`config.mk`:
```
export PLATFORM = sky130hd
export DESIGN_NAME = operand_sel_pipe
export DESIGN_NICKNAME = d
export VERILOG_FILES = /design/src/rtl/operand_sel_pipe.sv
export SDC_FILE = /design/constraint.sdc
export NUM_CORES = 1
export LEC_CHECK = 0
export CORE_AREA = 2 2 105 107
export CTS_CLUSTER_SIZE = 14
export DETAILED_ROUTE_END_ITERATION = 7
export DIE_AREA = 0 0 107 109
export GPL_TIMING_DRIVEN = 0
export PLACE_DENSITY_LB_ADDON = 0.3
export SYNTH_ARGS = -nofsm -noshare
export SYNTH_HDL_FRONTEND = slang
export SYNTH_SLANG_ARGS = --single-unit
```
`constraint.sdc`:
```
create_clock -name clk -period 1.95 [get_ports clk]
set_input_delay 0.2925 -clock clk [delete_from_list [all_inputs] [get_ports clk]]
set_output_delay 0.2925 -clock clk [all_outputs]
set_load 0.005 [all_outputs]
```
`src/rtl/operand_sel_pipe.sv`:
```
// N-way operand selector feeding a two-entry (main + skid) registered output stage
// with valid/ready handshake, flush, and a sticky out-of-range select flag.
module operand_sel_pipe #(
  parameter  int WIDTH  = 32,
  parameter  int NUM_IN = 4,
  localparam int SEL_W  = $clog2(NUM_IN)
) (
  input  logic                    clk,
  input  logic                    rst_n,
  input  logic [NUM_IN*WIDTH-1:0] in_data,
  input  logic [SEL_W-1:0]        sel,
  input  logic                    in_valid,
  output logic                    in_ready,
  input  logic                    flush,
  output logic [WIDTH-1:0]        out_data,
  output logic                    out_valid,
  input  logic                    out_ready,
  output logic                    sel_err
);

  localparam int NUM_PAD = 1 << SEL_W;
  localparam logic [SEL_W:0] NUM_IN_W = (SEL_W + 1)'(NUM_IN);

  typedef enum logic [1:0] {
    S_EMPTY = 2'd0,
    S_ONE   = 2'd1,
    S_FULL  = 2'd2
  } state_t;

  state_t           r_state;
  state_t           w_state_next;
  logic [WIDTH-1:0] r_main;
  logic [WIDTH-1:0] r_skid;
  logic             r_sel_err;

  logic [WIDTH-1:0] w_src [NUM_PAD];
  logic [WIDTH-1:0] w_word;
  logic             w_sel_ok;
  logic             w_accept;
  logic             w_pop;
  logic             w_main_we;
  logic             w_main_from_skid;
  logic             w_skid_we;

  // Select slots beyond NUM_IN alias source 0, so an out-of-range sel needs no extra mux.
  generate
    for (genvar gi = 0; gi < NUM_PAD; gi++) begin : g_src
      if (gi < NUM_IN) begin : g_real
        assign w_src[gi] = in_data[gi*WIDTH +: WIDTH];
      end else begin : g_pad
        assign w_src[gi] = in_data[WIDTH-1:0];
      end
    end
  endgenerate

  assign w_word   = w_src[sel];
  assign w_sel_ok = ({1'b0, sel} < NUM_IN_W);

  assign in_ready  = (r_state != S_FULL);
  assign out_valid = (r_state != S_EMPTY);
  assign out_data  = r_main;
  assign sel_err   = r_sel_err;

  assign w_accept = in_valid & in_ready;
  assign w_pop    = out_valid & out_ready;

  always_comb begin
    w_state_next     = r_state;
    w_main_we        = 1'b0;
    w_main_from_skid = 1'b0;
    w_skid_we        = 1'b0;
    case (r_state)
      S_EMPTY: begin
        if (w_accept) begin
          w_state_next = S_ONE;
          w_main_we    = 1'b1;
        end
      end
      S_ONE: begin
        if (w_accept && w_pop) begin
          w_main_we = 1'b1;
        end else if (w_accept) begin
          w_state_next = S_FULL;
          w_skid_we    = 1'b1;
        end else if (w_pop) begin
          w_state_next = S_EMPTY;
        end
      end
      S_FULL: begin
        if (w_pop) begin
          w_state_next     = S_ONE;
          w_main_from_skid = 1'b1;
        end
      end
      default: w_state_next = S_EMPTY;
    endcase
    // Flush wins over everything except reset; buffered data is simply abandoned.
    if (flush) begin
      w_state_next     = S_EMPTY;
      w_main_we        = 1'b0;
      w_main_from_skid = 1'b0;
      w_skid_we        = 1'b0;
    end
  end

  always_ff @(posedge clk) begin
    if (!rst_n) begin
      r_state   <= S_EMPTY;
      r_main    <= '0;
      r_skid    <= '0;
      r_sel_err <= 1'b0;
    end else begin
      r_state <= w_state_next;
      if (w_main_we) begin
        r_main <= w_word;
      end else if (w_main_from_skid) begin
        r_main <= r_skid;
      end
      if (w_skid_we) begin
        r_skid <= w_word;
      end
      // An accept dropped by flush still reports its bad select.
      if (w_accept && !w_sel_ok) begin
        r_sel_err <= 1'b1;
      end
    end
  end

endmodule

```
### Yosys cells after proc, flatten, opt, wreduce, memory -nomap -nowiden

Index checks and enable logic that the tools add are counted.

* flip-flop bits (word level): 66
* input bits: 135
* output and inout bits: 35
* logic and storage cells: 42

* magnitude comparators: 1
* equality and inequality tests: 7
* mux-type cells: 21
* bitwise logic cells: 4
* reductions and logical operators: 6

Operator list (number)
* $mux W32: 4
* $bmux W32 S2: 1
* $mux W2: 5
* $mux W1: 9
* $ne A2 B2 Y1 const B: 4
* $pmux W2 S3: 1
* $reduce_and A4 Y1: 1
* $reduce_bool A2 Y1: 2
* $ge A3 B3 Y1 const B: 1
* $ne A3 B3 Y1 const B: 1
* $not A2 Y3: 1
* $and A1 B1 Y1: 2
* $eq A2 B1 Y1 const B: 1
* $eq A2 B2 Y1 const B: 1
* $logic_not A2 Y1: 1
* $pmux W1 S2: 1
* $reduce_or A2 Y1: 1
* $logic_and A1 B1 Y1: 1
* $not A1 Y1: 1

### Logic depth before layout (Yosys ltp)

* depth in word-level cells: 7
* gate-level depth with buffers: 6
* mapped depth without buffers: 3

### Worst setup path after synthesis

Ideal clock, no wire load.

* kind: input -> register
* start point: input port sel[0]
* end point: register r_skid[11]
* setup time: 0.132 ns
* data arrival time: 1.338 ns
* required time: 1.818 ns
* setup slack: 0.480 ns
* cell stages on the path: 5
* buffers on the path: 2
* cell sequence: buf_2 -> buf_4 -> mux4_2 -> nand3_1 -> a21oi_1

* longest elaborated chain between the ends: 4

RTL lines
* start: declaration: RTL line 11 `input logic [SEL_W-1:0] sel,`
* $not A2 Y3 (implied by the code): RTL line 56 `assign w_word = w_src[sel];`
* $bmux W32 S2: RTL line 56
* $mux W32 (implied by the code) (2 in series): RTL line 56
* end signal: assignment: RTL line 120 `r_skid <= w_word;`
* end: declaration: RTL line 33 `logic [WIDTH-1:0] r_skid;`

No other way between the ends. The select of a mux whose other input is x is not followed.
A chain may end at the register's enable or synchronous reset.

### Worst setup path after layout

* start point: register r_state[1]
* end point: output port in_ready

* longest elaborated chain between the ends: 1

RTL lines
* start: declaration: RTL line 30 `state_t r_state;`
* start signal: assignment: RTL line 113 `r_state <= w_state_next;`
* $ne A2 B2 Y1: RTL line 59 `assign in_ready = (r_state != S_FULL);`
* end: declaration: RTL line 13 `output logic in_ready,`

No other way between the ends.

==> impl_table.tex <==
\begin{tabular}{lr}
\hline
Metric & Value \\
\hline
\multicolumn{2}{l}{\textbf{Routing}} \\
\quad Detailed-routing iteration count for the pre-antenna-repair pass & 5 \\
\quad Vias per cell & 5.33 \\
\quad Total Routed Length & 11,600 um \\
\quad Starting DRC count in detailed routing & 167 \\
\quad Remaining design rule violation count & 0 \\
\quad Antenna-violating nets left & 0 \\
\quad Per-cell routed wire length & 17.5 um \\
\quad Total via count after detailed routing & 3,533 \\
\multicolumn{2}{l}{\textbf{Setup path}} \\
\quad Endpoint type of the worst setup path & output port \\
\quad Critical Path Start Type & register \\
\quad Delay contributed by the slowest stage of the critical path & 0.48 ns \\
\quad Worst setup path start & r\_state[1] \\
\quad Reg-to-Reg End & r\_skid[8] \\
\quad Setup slack of the worst register-to-register path & 0.36 ns \\
\quad Series of cell instances along the critical path & or2b\_1, clkdlybuf4s50\_1 \\
\quad Signal arrival time at the worst endpoint & 1.53 ns \\
\quad Required time at the endpoint of the critical path & 1.66 ns \\
\quad Highest fanout seen on the critical path & 9 \\
\quad Category of the critical setup timing path & register to output port \\
\quad Standard cell with the maximum stage delay on the critical path & sky130\_fd\_sc\_hd\_\_dfxtp\_1 \\
\quad Number of cells on the worst reg-to-reg path & 6 \\
\quad Reg-to-reg critical path startpoint & r\_state[0] \\
\multicolumn{2}{l}{\textbf{Global routing}} \\
\quad Via count of the first global-routing pass & 3,586 \\
\quad Wire length of the first global-routing pass & 18,300 um \\
\quad Gr usage total & 20.2\% \\
\quad Antenna violations before repair & 0 \\
\quad Total congestion overflow & 0 \\
\quad Largest net degree at the start of global routing & 11 \\
\multicolumn{2}{l}{\textbf{Timing}} \\
\quad Worst-case hold slack & 0.303 ns \\
\quad Max transition margin & 61.3\% \\
\quad Max Freq & 550 MHz \\
\quad Unrepaired setup endpoints after global routing & no \\
\quad Period minus WS final & 1.82 ns \\
\quad Final worst clock skew & 0.00686 ns \\
\quad Count of final setup violators & 0 \\
\quad Post-route setup slack & 0.132 ns \\
\quad Count of final hold-check violations & 0 \\
\quad Fraction of the cycle the final worst path needs & 93.2\% \\
\quad Transition time of the tightest slew-check pin & 0.581 ns \\
\quad Final max-slew violation count & 0 \\
\multicolumn{2}{l}{\textbf{Clock network}} \\
\quad Clock latency at the later pin of the worst-skew pair & 0.33 ns \\
\quad Hold\_buf cts & 0 \\
\quad Number of buffers inserted during clock tree synthesis & 9 \\
\quad H-tree depth & 3 \\
\quad Number of sinks handled by clock tree synthesis & 66 \\
\quad Post-cts sizing count & 0 \\
\quad Clock-pin slew on the worst setup and hold paths & 0.06 ns \\
\quad Number of buffers inserted to repair setup after CTS & 0 \\
\quad Number of buffers between clock root and the deepest sink & 2 \\
\quad Cell chosen for the clock root & sky130\_fd\_sc\_hd\_\_clkbuf\_8 \\
\quad Clock tree from TritonCTS & built \\
\multicolumn{2}{l}{\textbf{Finish}} \\
\quad Final core utilization & 52.7\% \\
\quad Post-route standard cell area excluding fillers & 0.00559 mm2 \\
\quad Layout filler cell count & 973 \\
\quad Share of cells above drive strength 1 & 14.3\% \\
\quad Antenna cells & 0 \\
\quad Area used by multi-input combinational logic & 0.00201 mm2 \\
\quad NumNets Final & 657 \\
\quad Register area & 0.00132 mm2 \\
\quad Area Growth Syn to Fin & 55.8\% \\
\multicolumn{2}{l}{\textbf{Hold path}} \\
\quad Launch instance of the worst min-delay path & flush \\
\quad Worst hold path depth & 2 \\
\quad Kind of path behind the tightest hold check & primary input to register \\
\quad Capture endpoint of the worst hold path & r\_state[1] \\
\multicolumn{2}{l}{\textbf{Synth}} \\
\quad Area of the mapped netlist & 0.00359 mm2 \\
\quad Sequential-to-total area share from yosys stat & 36.8\% \\
\quad Multiplexer area fraction after synthesis & 25.9\% \\
\quad Mean cell area of the mapped netlist & 10.4 um2 \\
\quad Cell types occupying the most area after synthesis & sky130\_fd\_sc\_hd\_\_dfxtp\_1 37\%, sky130\_fd\_sc\_hd\_\_mux4\_2 20\%, sky130\_fd\_sc\_hd\_\_nand3\_1 6.1\%, sky130\_fd\_sc\_hd\_\_mux2i\_1 5.9\%, sky130\_fd\_sc\_hd\_\_o2bb2ai\_1 4.9\% \\
\quad Post-synth top area cell & sky130\_fd\_sc\_hd\_\_dfxtp\_1 \\
\quad Synthesized netlist net count & 480 \\
\quad Synth Area in XOR/XNOR & 0\% \\
\quad Count of distinct cell types in the synthesized netlist & 35 \\
\quad Synthesized-area fraction occupied by adder cells & 0\% \\
\quad Synthesized-area fraction occupied by ao, oa, aoi and oai cells & 18.8\% \\
\quad Yosys warns & 0 \\
\quad Fraction of synthesized cell area taken by the top area cell type & 36.8\% \\
\quad Dominant combinational cell family by area after synthesis & multiplexers \\
\quad Synth Instances & 345 \\
\quad Simple-gate share of the synthesized area & 11.1\% \\
\quad FF+latch count, synth & 66 \\
\multicolumn{2}{l}{\textbf{Floorplan}} \\
\quad Area enclosed by the die boundary & 0.0117 mm2 \\
\quad I/O pin cnt & 170 \\
\quad Die span in x & 107 um \\
\quad Initial Util & 33.9\% \\
\quad Vertical die dimension & 109 um \\
\quad Core Area & 0.0106 mm2 \\
\quad Std cell rows & 38 \\
\multicolumn{2}{l}{\textbf{Power}} \\
\quad Worst supply voltage drop on vdd & 0.366 mV \\
\quad Total leakage power & 1.85 nW \\
\quad Power density normalized to cell area & 571 mW/mm2 \\
\multicolumn{2}{l}{\textbf{Placement}} \\
\quad Worst-case setup slack after placement & -0.147 ns \\
\quad HPWL after detailed placement & 9160 um \\
\quad Buffers on Ports & 166 \\
\quad Placed Instance Area & 0.00543 mm2 \\
\quad Global placement routability congestion & 0.829 \\
\multicolumn{2}{l}{\textbf{Flow run}} \\
\quad Max-cap violations & 0 \\
\multicolumn{2}{l}{\textbf{Outcome}} \\
\quad Result of the run & finished clean \\
\hline
\end{tabular}
[cell type report]
type	instances	area share, %
Multi-Input combinational cell	225	35.9
Timing Repair Buffer	166	29.7
Sequential cell	66	23.6
Buffer	40	3.69
Tap cell	140	3.13
Clock buffer	12	2.95
Inverter	14	0.940
[kinds of logic (layout without fill, tap and decap cells)]
family                 after synthesis  in the layout
AOI/OAI and AO/OA                  101            101
and+or+nand+nor                     70             70
DFF                                 66             66
buffers and inverters               54            232
muxes                               53             53
other                                1              1
[synthesized netlist by cell type]
cell	count
sky130_fd_sc_hd__nand2_1	2
sky130_fd_sc_hd__o21ai_1	10
sky130_fd_sc_hd__buf_2	9
sky130_fd_sc_hd__a21oi_1	33
sky130_fd_sc_hd__o211ai_2	10
sky130_fd_sc_hd__inv_1	12
sky130_fd_sc_hd__or3b_2	1
sky130_fd_sc_hd__mux4_2	32
sky130_fd_sc_hd__buf_4	4
sky130_fd_sc_hd__and4bb_1	1
sky130_fd_sc_hd__o21a_1	1
sky130_fd_sc_hd__o2bb2ai_1	20
sky130_fd_sc_hd__a31o_2	1
sky130_fd_sc_hd__nor2_1	1
sky130_fd_sc_hd__buf_1	2
sky130_fd_sc_hd__nor2b_1	2
sky130_fd_sc_hd__a311o_1	1
sky130_fd_sc_hd__clkinv_1	2
sky130_fd_sc_hd__buf_6	4
sky130_fd_sc_hd__nand4bb_1	1
sky130_fd_sc_hd__mux2i_1	21
sky130_fd_sc_hd__nand2b_1	1
sky130_fd_sc_hd__conb_1	1
sky130_fd_sc_hd__nand4_1	12
sky130_fd_sc_hd__dfxtp_1	66
sky130_fd_sc_hd__or2b_1	1
sky130_fd_sc_hd__and3_1	1
sky130_fd_sc_hd__and3b_1	1
sky130_fd_sc_hd__or2_2	1
sky130_fd_sc_hd__and4bb_2	1
sky130_fd_sc_hd__clkbuf_1	21
sky130_fd_sc_hd__o211ai_1	2
sky130_fd_sc_hd__o21ai_0	22
sky130_fd_sc_hd__nand3_1	44
sky130_fd_sc_hd__a2111oi_0	1
[worst max-delay path: cells and delay by family, from the launching register on]
family	cells	cell delay [ns]
buffers and inverters	1	0.45
flip-flops	1	0.48
AND/OR/NAND/NOR	1	0.28
[cell usage in the layout (no fill, tap or decap), drive strengths merged]
cell type	n
o2bb2ai	20
nand3	44
clkinv	2
o211ai	12
clkdlybuf4s50	166
dfxtp	66
and3b	1
a2111oi	1
a31o	1
clkbuf	33
o21a	1
and3	1
nor2b	2
or3b	1
nand4bb	1
or2b	1
and4bb	2
buf	19
conb	1
a21oi	33
mux4	32
nand2	2
a311o	1
inv	12
or2	1
mux2i	21
o21ai	32
nor2	1
nand4	12
nand2b	1
[state kept, by name (all words and copies together), names as in the netlist]
register / flops
out_data: 32
r_skid: 32
r_state: 2
[layer usage]
metal	part of all wire [%]	wire length, um	global-route usage (%)	vias to the layer above
li1	-	-	-	1676
met1	39	4580	24.7	1703
met2	52	6060	36.0	135
met3	6.2	718	3.71	19
met4	2.2	258	6.59	0
met5	0	0	0	-
[worst max-delay path by stage]
stage / end / slack, ns / cells past startpoint
6_report: in_ready / 0.13 / 2
5_1_grt: in_ready / 0.05 / 2
4_1_cts: in_ready / 0.12 / 2
3_5_place_dp: out_data[18] / -0.15 / 5
3_3_place_gp: r_skid[17] / -0.11 / 5
2_1_floorplan: r_skid[11] / 0.48 / 5
[where the power goes]
| group | internal [W] | leakage (nW) | switching, W | total, W |
|---|---|---|---|---|
| registers | 0.00140 | 0.536 | 0.0000255 | 0.00142 |
| clock network | 0.000539 | 0.0863 | 0.000485 | 0.00102 |
| logic | 0.000474 | 1.23 | 0.000274 | 0.000747 |
| total | 0.00241 | 1.85 | 0.000784 | 0.00319 |
[metrics by stage]
stage | power, W | setup TNS [ns] | instances
4_1_cts | 0.00321 | 0 | 663
3_3_place_gp | 0.00219 | -2.79 | 651
5_1_grt | 0.00332 | 0 | 663
6_report | 0.00319 | 0 | 663
3_5_place_dp | 0.00220 | -4.60 | 651
2_1_floorplan | 0.00176 | 0 | 345
No activity file was read; power rests on OpenSTA's default activity.
